`config.mk`:
```
export PLATFORM = sky130hd
export DESIGN_NAME = instr_seq
export DESIGN_NICKNAME = d
export VERILOG_FILES = /design/src/rtl/instr_pkg.sv /design/src/rtl/ret_stack.sv /design/src/rtl/instr_seq.sv
export SDC_FILE = /design/constraint.sdc
export NUM_CORES = 1
export LEC_CHECK = 0
export ABC_CLOCK_PERIOD_IN_PS = 6400
export BUFFER_PORTS_ARGS = -buffer_cell sky130_fd_sc_hd__buf_4
export CAP_MARGIN = 0
export CORE_MARGIN = 8
export CORE_UTILIZATION = 58
export DETAILED_ROUTE_END_ITERATION = 6
export PLACE_DENSITY = 0.86
export SKIP_CTS_REPAIR_TIMING = 1
export SLEW_MARGIN = 0
export SYNTH_ARGS = -nofsm -noshare
export SYNTH_HDL_FRONTEND = slang
export SYNTH_HIERARCHICAL = 1
export SYNTH_SLANG_ARGS = --single-unit
```
`constraint.sdc`:
```
create_clock -name clk -period 6.4 [get_ports clk]
set_input_delay 0.64 -clock clk [delete_from_list [all_inputs] [get_ports clk]]
set_output_delay 0.64 -clock clk [all_outputs]
set_load 0.02 [all_outputs]
```
`src/rtl/instr_pkg.sv`:
```
// Shared definitions for the instruction sequencer: opcodes, sequencer states
// and instruction-word field layout.
package instr_pkg;

    localparam int INSTR_W    = 16;
    localparam int OPC_W      = 4;
    localparam int OPC_LSB    = 12;
    localparam int OPERAND_W  = 8;
    localparam int OPERAND_LSB = 0;
    localparam int ALU_OP_W   = 3;

    typedef enum logic [OPC_W-1:0] {
        OP_NOP  = 4'h0,
        OP_JMP  = 4'h1,
        OP_BZ   = 4'h2,
        OP_CALL = 4'h3,
        OP_RET  = 4'h4,
        OP_ALU  = 4'h8,
        OP_HALT = 4'hF
    } opcode_e;

    typedef enum logic [1:0] {
        ST_FETCH,
        ST_EXEC,
        ST_ALU,
        ST_HALT
    } seq_state_e;

    // 0x8..0xE are ALU operations; 0xF shares the top bit but is HALT.
    function automatic logic is_alu(input logic [OPC_W-1:0] opc);
        return (opc >= OP_ALU) && (opc != OP_HALT);
    endfunction

endpackage

```
`src/rtl/ret_stack.sv`:
```
// Return-address LIFO with registered count; top of stack is read
// combinationally so RET can branch in its single EXEC cycle.
module ret_stack #(
    parameter int DEPTH = 4,
    parameter int W     = 8
) (
    input  logic         clk,
    input  logic         rst,
    input  logic         push,
    input  logic         pop,
    input  logic [W-1:0] din,
    output logic [W-1:0] dout,
    output logic         full,
    output logic         empty
);

    localparam int PTR_W = $clog2(DEPTH);

    logic [W-1:0]   mem [DEPTH];
    logic [PTR_W:0] count;
    logic [PTR_W-1:0] top;

    assign full  = (count == (PTR_W+1)'(DEPTH));
    assign empty = (count == '0);
    assign top   = PTR_W'(count - 1'b1);
    assign dout  = mem[top];

    always_ff @(posedge clk or negedge rst) begin
        if (!rst) begin
            count <= '0;
        end else if (push && !full) begin
            count <= count + 1'b1;
        end else if (pop && !empty) begin
            count <= count - 1'b1;
        end
    end

    always_ff @(posedge clk) begin
        if (push && !full) begin
            mem[count[PTR_W-1:0]] <= din;
        end
    end

endmodule

```
`src/rtl/instr_seq.sv`:
```
// Multi-cycle instruction sequencer: fetches over req/ack, executes control
// flow locally with a return stack, and issues ALU ops over valid/ready.
module instr_seq
    import instr_pkg::*;
#(
    parameter int STACK_DEPTH = 4,
    parameter int ADDR_W      = 8
) (
    input  logic              clk,
    input  logic              rst,
    input  logic [ADDR_W-1:0] pc_value,
    output logic              pc_step,
    output logic              pc_branch,
    output logic [ADDR_W-1:0] pc_target,
    output logic              imem_req,
    output logic [ADDR_W-1:0] imem_addr,
    input  logic              imem_ack,
    input  logic [15:0]       imem_data,
    input  logic              zero_flag,
    output logic              alu_valid,
    input  logic              alu_ready,
    output logic [2:0]        alu_op,
    output logic [7:0]        alu_operand,
    output logic              halted,
    output logic              error
);

    seq_state_e state, state_next;

    logic [INSTR_W-1:0]   ir;
    logic [OPC_W-1:0]     opc;
    logic [OPERAND_W-1:0] operand;
    logic                 unused_ir_bits;

    logic              push, pop, stack_err;
    logic              full, empty;
    logic [ADDR_W-1:0] stack_top;
    logic              err_q;

    assign opc            = ir[OPC_LSB +: OPC_W];
    assign operand        = ir[OPERAND_LSB +: OPERAND_W];
    assign unused_ir_bits = ^ir[11:8];
    assign error          = err_q;

    ret_stack #(
        .DEPTH (STACK_DEPTH),
        .W     (ADDR_W)
    ) u_ret_stack (
        .clk   (clk),
        .rst   (rst),
        .push  (push),
        .pop   (pop),
        .din   (ADDR_W'(pc_value + 1'b1)),
        .dout  (stack_top),
        .full  (full),
        .empty (empty)
    );

    always_ff @(posedge clk or negedge rst) begin
        if (!rst) begin
            state <= ST_FETCH;
            ir    <= '0;
            err_q <= 1'b0;
        end else begin
            state <= state_next;
            if (state == ST_FETCH && imem_ack) begin
                ir <= imem_data;
            end
            if (stack_err) begin
                err_q <= 1'b1;
            end
        end
    end

    always_comb begin
        state_next = state;
        case (state)
            ST_FETCH: if (imem_ack) state_next = ST_EXEC;
            ST_EXEC: begin
                if (is_alu(opc)) begin
                    state_next = ST_ALU;
                end else begin
                    case (opc)
                        OP_CALL: state_next = full  ? ST_HALT : ST_FETCH;
                        OP_RET:  state_next = empty ? ST_HALT : ST_FETCH;
                        OP_HALT: state_next = ST_HALT;
                        default: state_next = ST_FETCH;
                    endcase
                end
            end
            ST_ALU:  if (alu_ready) state_next = ST_FETCH;
            ST_HALT: state_next = ST_HALT;
            default: state_next = ST_FETCH;
        endcase
    end

    // Outputs are gated by rst so they drop as soon as reset asserts,
    // even though the state register already sits in FETCH.
    always_comb begin
        pc_step     = 1'b0;
        pc_branch   = 1'b0;
        pc_target   = '0;
        imem_req    = 1'b0;
        imem_addr   = '0;
        alu_valid   = 1'b0;
        alu_op      = '0;
        alu_operand = '0;
        halted      = 1'b0;
        push        = 1'b0;
        pop         = 1'b0;
        stack_err   = 1'b0;
        if (rst) begin
            case (state)
                ST_FETCH: begin
                    imem_req  = 1'b1;
                    imem_addr = pc_value;
                end
                ST_EXEC: begin
                    if (!is_alu(opc)) begin
                        case (opc)
                            OP_JMP: begin
                                pc_branch = 1'b1;
                                pc_target = ADDR_W'(operand);
                            end
                            OP_BZ: begin
                                if (zero_flag) begin
                                    pc_branch = 1'b1;
                                    pc_target = ADDR_W'(operand);
                                end else begin
                                    pc_step = 1'b1;
                                end
                            end
                            OP_CALL: begin
                                if (!full) begin
                                    push      = 1'b1;
                                    pc_branch = 1'b1;
                                    pc_target = ADDR_W'(operand);
                                end else begin
                                    stack_err = 1'b1;
                                end
                            end
                            OP_RET: begin
                                if (!empty) begin
                                    pop       = 1'b1;
                                    pc_branch = 1'b1;
                                    pc_target = stack_top;
                                end else begin
                                    stack_err = 1'b1;
                                end
                            end
                            OP_HALT: ;
                            default: pc_step = 1'b1;
                        endcase
                    end
                end
                ST_ALU: begin
                    alu_valid   = 1'b1;
                    alu_op      = opc[ALU_OP_W-1:0];
                    alu_operand = operand;
                    pc_step     = alu_ready;
                end
                ST_HALT: halted = 1'b1;
                default: ;
            endcase
        end
    end

endmodule

```
# Word-level counts from Yosys, hierarchy flattened
# Memory sizes are Yosys's and may differ from the RTL's.
# Index checks and enable logic that the tools add are counted.
[classes] add_sub_neg=3 order_cmp=1 n_eq_ne=12 n_mux=56 reduce_logical=11
[ops] cell="2-to-1 mux 8 bit" n=10
[ops] cell="case mux 8 bit (4 select lines)" n=1
[ops] cell="2-to-1 mux 1 bit" n=30
[ops] cell="2-to-1 mux 3 bit" n=4
[ops] cell="2-to-1 mux 2 bit" n=5
[ops] cell="adder 8 x 1 -> 8 bit, second input constant" n=1
[ops] cell="equality test 4 x 2 -> 1 bit, second input constant" n=2
[ops] cell="case mux 2 bit (4 select lines)" n=1
[ops] cell="case mux 1 bit (2 select lines)" n=3
[ops] cell="case mux 2 bit (3 select lines)" n=1
[ops] cell="equality test 2 bit, second input constant" n=2
[ops] cell="equality test 4 x 1 -> 1 bit, second input constant" n=1
[ops] cell="equality test 4 x 3 -> 1 bit, second input constant" n=1
[ops] cell="equality test 4 bit, second input constant" n=1
[ops] cell=">= comparator 4 bit, second input constant" n=1
[ops] cell="logical AND 1 bit" n=4
[ops] cell="inequality test 2 bit, second input constant" n=2
[ops] cell="inequality test 4 bit, second input constant" n=1
[ops] cell="case mux 1 bit (4 select lines)" n=1
[ops] cell="OR reduction 4 bit" n=1
[ops] cell="adder 3 x 1 -> 3 bit, second input constant" n=1
[ops] cell="equality test 3 bit, second input constant" n=1
[ops] cell="zero test 3 bit" n=1
[ops] cell="subtractor 3 x 1 -> 3 bit, second input constant" n=1
[ops] cell="5 further kinds" n=6
[word_totals] ff_bits=22 ramBits=32 elab_cells=88 mem_count=1
[mem_list] memory="u_ret_stack.mem" depth=4 word_bits=8 read_ports=1 rd_ports_with_merged_regs=0 write_ports=1 line_no="ret_stack.sv:19" text="logic [W-1:0] mem [DEPTH];"

# Logic depth before layout (Yosys ltp)
# Gate-level depths: netlist (run 1).
[logic_depth] ltp_word=9 depth_mapped=9

# By module
# Netlist (run 1), hierarchy kept.
[modules_own_cells] mod="ret_stack" instances=1 cells_each=73 area_each_um2=1450.1
[modules_own_cells] mod="instr_seq" instances=1 cells_each=136 area_each_um2=1231.2

# Least setup slack after synthesis (run 1)
# Ideal clock, no wire load.
[synth_timing] kind="reg2out" from="reg u_ret_stack.count[0]" to="out pc_target[0]" arrival_time_ps=1977 t_required_ps=5760 setup_slack_ps=3783 stages_incl_launch_ff=8 path_buffers=1 cell_sequence="dfrtp_1 buf_4 inv_1 ha_1 and2_2 a2111oi_4 a22oi_1 nor2_1"
[synth_between] elab_cells_between_ends=10
[synth_rtl] item="start, declared" line_no="ret_stack.sv:20" text="logic [PTR_W:0] count;"
[synth_rtl] item="start signal, assigned" line_no="ret_stack.sv:32" text="count <= count + 1'b1;"
[synth_rtl] item="start signal, assigned" line_no="ret_stack.sv:34" text="count <= count - 1'b1;"
[synth_rtl] item="equality test 3 bit" line_no="ret_stack.sv:23" text="assign full = (count == (PTR_W+1)'(DEPTH));"
[synth_rtl] item="net full" line_no="instr_seq.sv:36" text="logic full, empty;"
[synth_rtl] item="2-to-1 mux 8 bit" line_no="instr_seq.sv:134" text="if (!full) begin"
[synth_rtl] item="case mux 8 bit (4 select lines)" line_no="instr_seq.sv:120" text="case (opc)"
[synth_rtl] item="2-to-1 mux 8 bit" line_no="instr_seq.sv:119" text="if (!is_alu(opc)) begin"
[synth_rtl] item="2-to-1 mux 8 bit" line_no="instr_seq.sv:113" text="case (state)"
[synth_rtl] item="2-to-1 mux 8 bit" line_no="instr_seq.sv:112" text="if (rst) begin"
[synth_rtl] item="end, declared" line_no="instr_seq.sv:14" text="output logic [ADDR_W-1:0] pc_target,"
# The timed path passes the listed nets, and every way through them passes these cells.

# Final worst setup path (run 1)
[layout_timing] from="reg u_ret_stack.count[0]" to="out pc_target[1]"
# Same word-level chain as after synthesis.

==> results of run 1 <==
## worst reg2reg max path, delay by kind of cell, from the launching register on
| family | cells | cell delay (ns) |
|---|---|---|
| flip-flops | 1 | 0.78 |
| AND/OR/NAND/NOR | 3 | 0.96 |
| AO/OA/AOI/OAI | 1 | 0.42 |
| buffers and inverters | 1 | 0.19 |
| adder cells (fa/ha/maj) | 1 | 0.27 |
## Yosys cell counts (2+ instances only)
| library cell | count |
|---|---|
| and3_1 | 21 |
| dfrtp_1 | 18 |
| a21oi_1 | 3 |
| and2_1 | 5 |
| nor2_1 | 12 |
| buf_6 | 2 |
| nand2_1 | 10 |
| nor2b_1 | 2 |
| xor2_1 | 2 |
| buf_2 | 4 |
| nand3_1 | 3 |
| clkbuf_1 | 5 |
| and2_2 | 5 |
| nand3b_1 | 2 |
| mux2_2 | 12 |
| inv_1 | 8 |
| edfxtp_1 | 32 |
| ha_1 | 12 |
| a22oi_1 | 11 |
| nand4_1 | 3 |
| or3_1 | 3 |
| xnor2_1 | 5 |
| mux4_2 | 8 |
## logic make-up (layout without fill, tap and decap cells)
family          after synthesis  after routing
buf+inv                      20             73
simple gates                 75             75
fa+ha+maj                    12             12
compound gates               25             25
mux                          20             20
flops                        50             50
xor+xnor                      7              7
## per-stage QoR
step	instances	instance area (sq um)	setup slack (ns)	power [mW]	utilization, %
after floorplan	209	2681	3.783	0.8491	-
after global placement	306	3105	3.269	0.9568	70.35
after detailed placement	306	3105	3.196	0.9727	70.35
after CTS	314	3193	2.851	1.155	72.34
after global routing	314	3193	2.678	1.220	72.34
final	314	3193	2.886	1.148	72.34
## worst min-delay path by stage
stage | from | endpoint | slack [ns] | cells past startpoint
3_5_place_dp | error | error | 0.50 | 1
5_1_grt | rst | ir[1] | 0.29 | 1
4_1_cts | rst | ir[5] | 0.26 | 1
6_report | rst | ir[15] | 0.27 | 1
2_1_floorplan | rst | error | 0.34 | 0
3_3_place_gp | error | error | 0.46 | 1
## sequential cells by signal (all words and copies together), names as in the netlist
signal	flops
state	2
u_ret_stack/count	3
error	1
ir	12
u_ret_stack/mem	32
## layout make-up
type,count,area [sq um]
multi-input cells,139,1171
flip-flops and latches,50,1411
fillers,294,1221
clock buffers,6,72.57
well taps,52,65.06
repair buffers,57,427.9
inverters,8,30.03
clock inverters,2,15.01
## cells in the final DEF, fill, tap and decap left out, types with 2 or more instances in the layout
cell type,synthesis,layout
edfxtp_1,32,32
ha_1,12,12
and3_1,21,21
nand3_1,3,3
xor2_1,2,2
nand3b_1,2,2
dfrtp_1,18,18
mux2_2,12,12
and2_2,5,5
xnor2_1,5,5
nor2_1,12,12
and2_1,5,5
clkbuf_8,0,5
nor2b_1,2,2
a21oi_1,3,3
nand4_1,3,3
buf_4,1,57
mux4_2,8,8
a22oi_1,11,11
inv_1,8,8
nand2_1,10,10
clkinvlp_4,0,2
or3_1,3,3
## power by group through the flow
| stage | Combinational, mW | Clock, mW | Sequential (mW) |
|---|---|---|---|
| after floorplan | 0.404 | 0 | 0.446 |
| after global placement | 0.462 | 0 | 0.495 |
| after detailed placement | 0.474 | 0 | 0.499 |
| after CTS | 0.478 | 0.185 | 0.492 |
| after global routing | 0.516 | 0.197 | 0.506 |
| final | 0.476 | 0.179 | 0.493 |
## metal layers
layer	track usage, %	up-vias	share of wire (%)	wire [microns]
li1	-	881	-	-
met1	20.06	921	47	2674
met2	23.79	74	44	2464
met3	5.664	6	7.3	410
met4	6.593	0	1.5	85
met5	0	-	0	0
==> reports/qor_table.md, run 1 <==
| Metric | This run | Unit |
|:---|:---|:---|
| Post-synth EDFFs | 32 | - |
| Worst path max stage delay | 0.78 | ns |
| Kind of launch point of the worst setup path | register | - |
| Peak fanout along the critical path | 12 | - |
| Crit Path Category | reg2out | - |
| Termination of the worst setup path | pc_target[1] | - |
| Overall overflow remaining after global route | 0 | - |
| Worst R2R End | u_ret_stack/mem[0][3] | - |
| Vias in the first global route | 1816 | - |
| RSZ-0062 raised after global routing | false | - |
| Final total negative setup slack | 0 | ns |
| Count of antenna diodes in the layout | 0 | - |
| Number of CTS-inserted buffers | 5 | - |
| Cell taking the most area after synthesis | edfxtp_1 | - |
| Std-Cell Rows | 24 | - |
| Number of max-capacitance violations reported | 0 | - |
| Chip width | 83.99 | microns |
| Clock Pin Slew Worst Setup and Hold Paths | 0.08 | ns |
| Half-perimeter wire length after placement | 4.116 | mm |
| Max Fclk | 284.6 | MHz |
| Via density per instance | 5.994 | - |
| Die Height | 83.99 | microns |
| Leakage power total | 1.338 | nW |
| Largest family of logic cells by synthesized area | simple AND/OR/NAND/NOR gates | - |
| Status | finished, final reports clean | - |
| Relative area change from synthesis to final layout | 19.09 | % |
| Antenna violations before repair | 0 | - |
| Routed WL | 5.633 | mm |
| Register-to-register path setup slack | 3.48 | ns |
| Power spent charging and discharging nets | 0.4318 | mW |
| Pin slew with the least headroom to its limit | 0.6735 | ns |
| Reg2reg start | u_ret_stack/count[0] | - |
| Max transition margin | 55.10 | % |
| Series of cell instances along the critical path | inv_1, ha_1, and2_2, a2111oi_4, a22oi_1, nor2_1, buf_4 | - |
| Sequential cell fraction of total power | 43.0 | % |
| Global-route wire length before repair | 8.997 | mm |
| Maximum clock insertion buffer count | 2 | - |
| Post-Synth Simple-Gate Area | 16.47 | % |
| First DRT Iteration DRCs | 137 | - |
| Fraction of synthesized cell area in xor and xnor cells | 2.287 | % |
| Primary FF master, synth | edfxtp_1 | - |
| Routability cong. | 0.7452 | - |
| Synthesized netlist net count | 250 | - |
| Portion of total power attributed to combinational logic | 41.4 | % |
| Final ANT Viol Nets | 0 | - |
| Internal Pwr Total | 0.7165 | mW |
| Root buffer cell | clkbuf_8 | - |
| Count of clock tree sinks | 50 | - |
| Fin. max-slew vios | 0 | - |
| Number of library cell types mapped by synthesis | 44 | - |
| Post-layout nets | 302 | - |
| Endpoints failing setup | 0 | - |
| Vias | 1882 | - |
| Average cell area after synthesis | 12.83 | sq um |
| Latest clock arrival within the worst-skew pair | 0.30 | ns |
| Share of async-settable or async-resettable flops after synthesis | 36.00 | % |
| Peak ir drop on the vdd network | 0.1464 | mV |
| Crit-path leading delay family | flip-flops | - |
| Core footprint | 0.004414 | sq mm |
| IO Count | 62 | - |
| Netlist Area Pre-Place | 0.002681 | sq mm |
| Proportion of netlist area held by the largest area contributor | 35.84 | % |
| Most area-consuming cells after synthesis | edfxtp_1 36%, dfrtp_1 17%, mux4_2 6.7% | - |
| Data arrival time at the worst-slack endpoint | 2.87 | ns |
| Switching Fraction | 37.60 | % |
| Part of the Yosys area used for sequential elements | 52.64 | % |
| Critical Path Start | u_ret_stack/count[0] | - |
| GRT Util Overall | 15.83 | % |
| Kind of capture point of the worst setup path | primary output | - |
| Ys Warns | 6 | - |
| Worst-case clock skew | 0.007478 | ns |
| Critical Path RT | 5.76 | ns |
| Number of cells on the critical path | 7 | - |
| First-pass iteration count of the detailed router | 6 | - |
| Full die area | 0.007054 | sq mm |
| Number of synthesized register bits | 50 | - |
| Worst hold-check path type | in2async | - |
| Share of power burned in the clock network | 15.6 | % |
| Number of cells produced by synthesis | 209 | - |
| Share of the clock period used by the worst path | 54.90 | % |
| Fraction of the mapped netlist area in compound gates | 7.559 | % |
| Hold Fails Final Rpt | 0 | - |
| Starting Density | 60.74 | % |
| Number of H-tree levels | 2 | - |
| Largest net degree at the start of global routing | 45 | - |
| Cell type of the slowest stage on the worst timing path | dfrtp_1 | - |
| Number of cells on the worst reg-to-reg path | 6 | - |
| Power density of the placed cells | 359.6 | mW/mm^2 |
| Fraction of layout cells with a size suffix above 1 | 36.26 | % |
| Post-layout minimum cycle time | 3.514 | ns |
| Min Hold Slack | 0.2712 | ns |
| Port-buffer cells | 57 | - |
| Crit path buffers/inverters | 2 | - |
| Adder-Cell Fraction of Synth Area | 5.600 | % |
| Multiplexer share of the synthesized area | 11.76 | % |
| Average detailed-routed wire length per instance | 17.94 | microns |
| TritonCTS clock tree | yes | - |
| Post-route DRC | 0 | - |
Power figures use the tool's default switching activity.
==> run 2, diff against run 1 <==
- ABC_CLOCK_PERIOD_IN_PS: 6400 -> 3550
- CORE_UTILIZATION: 58 -> 54
- PLACE_DENSITY: 0.86 -> 0.81
- clock period: 6.4 -> 3.55 ns (I/O delays scaled with it)
==> run 2 against run 1 <==
Clock-buffer cell count is 1 lower. Worst hold slack better by 0.0061 ns. Sequential power is 74% higher. Total power is 82% higher. Worst setup slack worse by 2.2 ns. Core utilization is 4.2 points lower. Critical path depth is 1 higher. Flip-flop and latch count stayed put. Cell count is 5.4% higher. Via count is 1.7% lower. Critical path type unchanged. Largest power group is now combinational cells.
==> reports/qor_table.md, run 2 (synthesis gave the netlist of run 1 again) <==
| Metric | This run | Unit |
|:---|:---|:---|
| Leading cell types in the layout, fill and taps excluded | 58 x buf_4, 32 x edfxtp_1, 21 x and3_1 | - |
| Leakage power total | 1.360 | nW |
| Fin. max-slew vios | 0 | - |
| Crit Path Category | reg2out | - |
| Endpoints failing setup | 0 | - |
| Kind of launch point of the worst setup path | register | - |
| Post-layout minimum cycle time | 2.822 | ns |
| IO Count | 62 | - |
| Global-route wire length before repair | 9.356 | mm |
| Full die area | 0.007476 | sq mm |
| First DRT Iteration DRCs | 66 | - |
| Count of clock tree sinks | 50 | - |
| TritonCTS clock tree | yes | - |
| Post-layout nets | 304 | - |
| Vias in the first global route | 1877 | - |
| Latest clock arrival within the worst-skew pair | 0.30 | ns |
| Count of antenna diodes in the layout | 0 | - |
| Average detailed-routed wire length per instance | 17.12 | microns |
| Die Height | 86.47 | microns |
| Data arrival time at the worst-slack endpoint | 2.47 | ns |
| Final ANT Viol Nets | 0 | - |
| Root buffer cell | clkbuf_8 | - |
| Kind of capture point of the worst setup path | primary output | - |
| Std-Cell Rows | 25 | - |
| Antenna violations before repair | 0 | - |
| Number of max-capacitance violations reported | 0 | - |
| Final total negative setup slack | 0 | ns |
| Critical Path RT | 3.19 | ns |
| Largest net degree at the start of global routing | 45 | - |
| Vias | 1850 | - |
| Fraction of layout cells with a size suffix above 1 | 36.74 | % |
| Number of H-tree levels | 2 | - |
| Overall overflow remaining after global route | 0 | - |
| Max Fclk | 354.3 | MHz |
| GRT Util Overall | 15.69 | % |
| Number of flip-flops in the largest register | 32 | - |
| Share of the clock period used by the worst path | 79.50 | % |
| Pin slew with the least headroom to its limit | 0.5816 | ns |
| RSZ-0062 raised after global routing | false | - |
| Min Hold Slack | 0.2773 | ns |
| Half-perimeter wire length after placement | 4.265 | mm |
| Post-layout util | 68.13 | % |
| Chip width | 86.47 | microns |
| Clock Pin Slew Worst Setup and Hold Paths | 0.10 | ns |
| Most common library cell in the layout ignoring fill and taps | buf_4 | - |
| Port-buffer cells | 57 | - |
| Routed WL | 5.666 | mm |
| Status | finished, final reports clean | - |
| Via density per instance | 5.589 | - |
| Max transition margin | 61.14 | % |
| Peak fanout along the critical path | 12 | - |
| First-pass iteration count of the detailed router | 4 | - |
| Routability cong. | 0.7792 | - |
| Maximum clock insertion buffer count | 2 | - |
| Power density of the placed cells | 645.3 | mW/mm^2 |
| Post-route DRC | 0 | - |
| Hold Fails Final Rpt | 0 | - |
| Relative area change from synthesis to final layout | 20.81 | % |
| Number of CTS-inserted buffers | 5 | - |
| Peak ir drop on the vdd network | 0.2951 | mV |
| Core footprint | 0.004755 | sq mm |
| Starting Density | 56.39 | % |
| Worst hold-check path type | in2reg | - |
| Worst-case clock skew | 0.007327 | ns |
| Filler Cells Inserted | 358 | - |
run 2: worst max-delay path: stages, from the launching register on:
cell	delay, ns
dfrtp_1	0.33
buf_4	0.23
inv_1	0.11
ha_1	0.24
and2_2	0.24
a2111oi_4	0.55
a22oi_1	0.13
nor2_1	0.16
buf_4	0.17
run 2: final cells by class:
type	instances	area [sq um]	share of cell area, %
Tap cell	67	83.83	2.588
Inverter	8	30.03	0.9270
Multi-Input combinational cell	139	1171	36.15
Sequential cell	50	1411	43.57
Clock inverter	3	28.78	0.8884
Timing Repair Buffer	59	445.4	13.75
Clock buffer	5	68.82	2.124
run 2: metrics by stage:
| stage | total power, mW | cells | instance area (sq um) | setup slack [ns] |
|---|---|---|---|---|
| after floorplan | 1.531 | 209 | 2681 | 1.218 |
| after global placement | 1.736 | 322 | 3132 | 0.9991 |
| after detailed placement | 1.757 | 322 | 3132 | 0.8951 |
| after CTS | 2.107 | 330 | 3229 | 0.7008 |
| after global routing | 2.238 | 331 | 3239 | 0.5087 |
| final | 2.090 | 331 | 3239 | 0.7278 |
run 2: final timing paths:
path                       cells past startpoint                     to                 start  slack, ns
min in group asynchronous                      2                  error                   rst       0.53
setup / recovery                               8           pc_target[2]  u_ret_stack/count[0]       0.73
max in group asynchronous                      2   u_ret_stack/count[1]                   rst       2.72
hold reg to reg                                1                  error                 error       0.49
hold / removal                                 2                  ir[3]          imem_data[3]       0.28
setup reg to reg                               7  u_ret_stack/mem[3][3]  u_ret_stack/count[0]       0.91
run 2: routing by layer:
layer | vias to the layer above | share of wire [%] | wire length [microns] | global-route usage (%)
li1 | 887 | - | - | -
met1 | 905 | 46 | 2610 | 20.27
met2 | 56 | 46 | 2598 | 24.65
met3 | 2 | 7.9 | 448 | 5.766
met4 | 0 | 0.14 | 8 | 2.973
met5 | - | 0 | 0 | 0
run 2: report_power, final:
| part | switching (mW) | internal (mW) |
|---|---|---|
| clock | 0.202 | 0.148 |
| sequential | 0.126 | 0.730 |
| combinational | 0.454 | 0.430 |
==> run 3, diff against run 2 <==
- ABC_CLOCK_PERIOD_IN_PS: 3550 -> 2550
- CORE_UTILIZATION: 54 -> 49
- PLACE_DENSITY: 0.81 -> 0.78
- clock period: 3.55 -> 2.55 ns (I/O delays scaled with it)
==> run 3 against run 2 <==
Routed wire length is 2.8% higher. Final area is 1.4% higher. Clock-buffer cell count unchanged. Critical endpoint is now pc_target[6]. Largest cell class unchanged. Largest power group unchanged. Highest routed layer unchanged.
==> reports/qor_table.md, run 3 (synthesis gave the netlist of run 1 again) <==
| Metric | This run | Unit |
|:---|:---|:---|
| Vias in the first global route | 1925 | - |
| GRT Util Overall | 14.36 | % |
| Starting Density | 49.61 | % |
| Half-perimeter wire length after placement | 4.322 | mm |
| Fraction of layout cells with a size suffix above 1 | 37.92 | % |
| Count of antenna diodes in the layout | 0 | - |
| Maximum clock insertion buffer count | 2 | - |
| Fin. max-slew vios | 0 | - |
| Peak ir drop on the vdd network | 0.4890 | mV |
| Status | finished, final reports clean | - |
| First DRT Iteration DRCs | 82 | - |
| Min Hold Slack | 0.1644 | ns |
| Placed cell count | 331 | - |
| Cell type of the slowest stage on the worst timing path | ha_1 | - |
| RSZ-0062 raised after global routing | false | - |
| Final Worst Setup Slack | 0.1188 | ns |
| Average detailed-routed wire length per instance | 17.08 | microns |
| Global-route wire length before repair | 9.597 | mm |
| Crit-path leading delay family | adder cells | - |
| Data arrival time at the worst-slack endpoint | 2.18 | ns |
| Count of clock tree sinks | 50 | - |
| Post-route DRC | 0 | - |
| Post-layout util | 60.76 | % |
| Most common library cell in the layout ignoring fill and taps | buf_4 | - |
| Power after layout | 2.967 | mW |
| Endpoints failing setup | 0 | - |
| Full die area | 0.008096 | sq mm |
| Worst slack after detailed placement | 0.2646 | ns |
| Routed WL | 5.824 | mm |
| Destination of the worst hold path | ir[14] | - |
| TritonCTS clock tree | yes | - |
| Worst path max stage delay | 0.55 | ns |
| Max transition margin | 63.84 | % |
| Final total negative setup slack | 0 | ns |
| Std-Cell Rows | 27 | - |
| Leakage power total | 1.385 | nW |
| Number of flip-flops in the largest register | 32 | - |
| Reg2reg start | state[1] | - |
| Port-buffer cells | 57 | - |
| Critical hold path startpoint | imem_data[14] | - |
| Register-to-register path setup slack | 0.24 | ns |
| Max Fclk | 411.3 | MHz |
| Number of max-capacitance violations reported | 0 | - |
| Hold Fails Final Rpt | 0 | - |
| Chip width | 89.98 | microns |
| Pin slew with the least headroom to its limit | 0.5411 | ns |
| Post-route cell area | 0.003284 | sq mm |
| Filler Cells Inserted | 444 | - |
| Via density per instance | 5.405 | - |
| Largest net degree at the start of global routing | 24 | - |
| Crit path buffers/inverters | 2 | - |
| Series of cell instances along the critical path | inv_1, ha_1, mux4_2, a22oi_1, nor2_1, buf_4 | - |
| Final ANT Viol Nets | 0 | - |
| Clock Pin Slew Worst Setup and Hold Paths | 0.10 | ns |
| Latest clock arrival within the worst-skew pair | 0.31 | ns |
| Share of the clock period used by the worst path | 95.34 | % |
| Number of cells on the worst reg-to-reg path | 7 | - |
| IO Count | 62 | - |
| First-pass iteration count of the detailed router | 4 | - |
| Number of H-tree levels | 2 | - |
| Die Height | 89.98 | microns |
| Root buffer cell | clkbuf_8 | - |
| Worst-case clock skew | 0.009919 | ns |
| Post-layout nets | 309 | - |
| Post-layout minimum cycle time | 2.431 | ns |
| Vias | 1843 | - |
| Relative area change from synthesis to final layout | 22.49 | % |
| Placed Area | 0.003168 | sq mm |
| Kind of capture point of the worst setup path | primary output | - |
| Core footprint | 0.005405 | sq mm |
| Worst hold-check path type | in2reg | - |
| Antenna violations before repair | 0 | - |
| Peak fanout along the critical path | 10 | - |
| Number of cells traversed by the worst hold path | 2 | - |
| Critical Path RT | 2.30 | ns |
| Routability cong. | 0.7865 | - |
| Leading cell types in the layout, fill and taps excluded | 62 x buf_4, 32 x edfxtp_1, 21 x and3_1 | - |
| Crit Path Category | reg2out | - |
| Overall overflow remaining after global route | 0 | - |
| Power density of the placed cells | 903.2 | mW/mm^2 |
| Number of CTS-inserted buffers | 5 | - |
| Kind of launch point of the worst setup path | register | - |
| Count of placed standard cells in the final layout, fillers left out | 341 | - |
| Worst R2R End | u_ret_stack/mem[1][7] | - |
## run 3: changes by cell type in the layout (fill, tap and decap cells not counted)
cell / delta
buf_4: +4
buf_6: +1
inv_6: +1
inv_8: -1
## run 3: worst max path at each step
stage | slack, ns | end | depth (start not counted) | startpoint
floorplan | 0.28 | u_ret_stack/mem[0][0] | 8 | u_ret_stack/count[0]
global placement | 0.30 | u_ret_stack/mem[0][0] | 7 | state[1]
detailed placement | 0.26 | u_ret_stack/mem[0][0] | 7 | state[1]
CTS | -0.02 | pc_target[7] | 7 | u_ret_stack/count[1]
global route | 0.002 | pc_target[4] | 8 | u_ret_stack/count[1]
finish | 0.12 | pc_target[6] | 6 | u_ret_stack/count[1]
## run 3: layer usage
| metal | wire length [microns] | up-vias | global-route usage, % |
|---|---|---|---|
| met5 | 0 | - | 0 |
| met4 | 78 | 0 | 5.132 |
| met3 | 470 | 6 | 5.569 |
| met2 | 2528 | 73 | 21.47 |
| met1 | 2747 | 870 | 18.43 |
| li1 | - | 894 | - |
## run 3: where the power goes
| part | internal (mW) | total [mW] | switching (mW) |
|---|---|---|---|
| registers | 1.02 | 1.20 | 0.184 |
| logic | 0.630 | 1.28 | 0.649 |
| clock network | 0.202 | 0.487 | 0.285 |
| total | 1.85 | 2.97 | 1.12 |
## run 3: layout make-up
class,count,area [sq um],share of cell area (%)
clock buffers,5,68.82,2.095
clock inverters,3,26.28,0.8000
inverters,8,30.03,0.9143
multi-input cells,139,1171,35.66
flip-flops and latches,50,1411,42.97
well taps,72,90.09,2.743
repair buffers,64,486.7,14.82
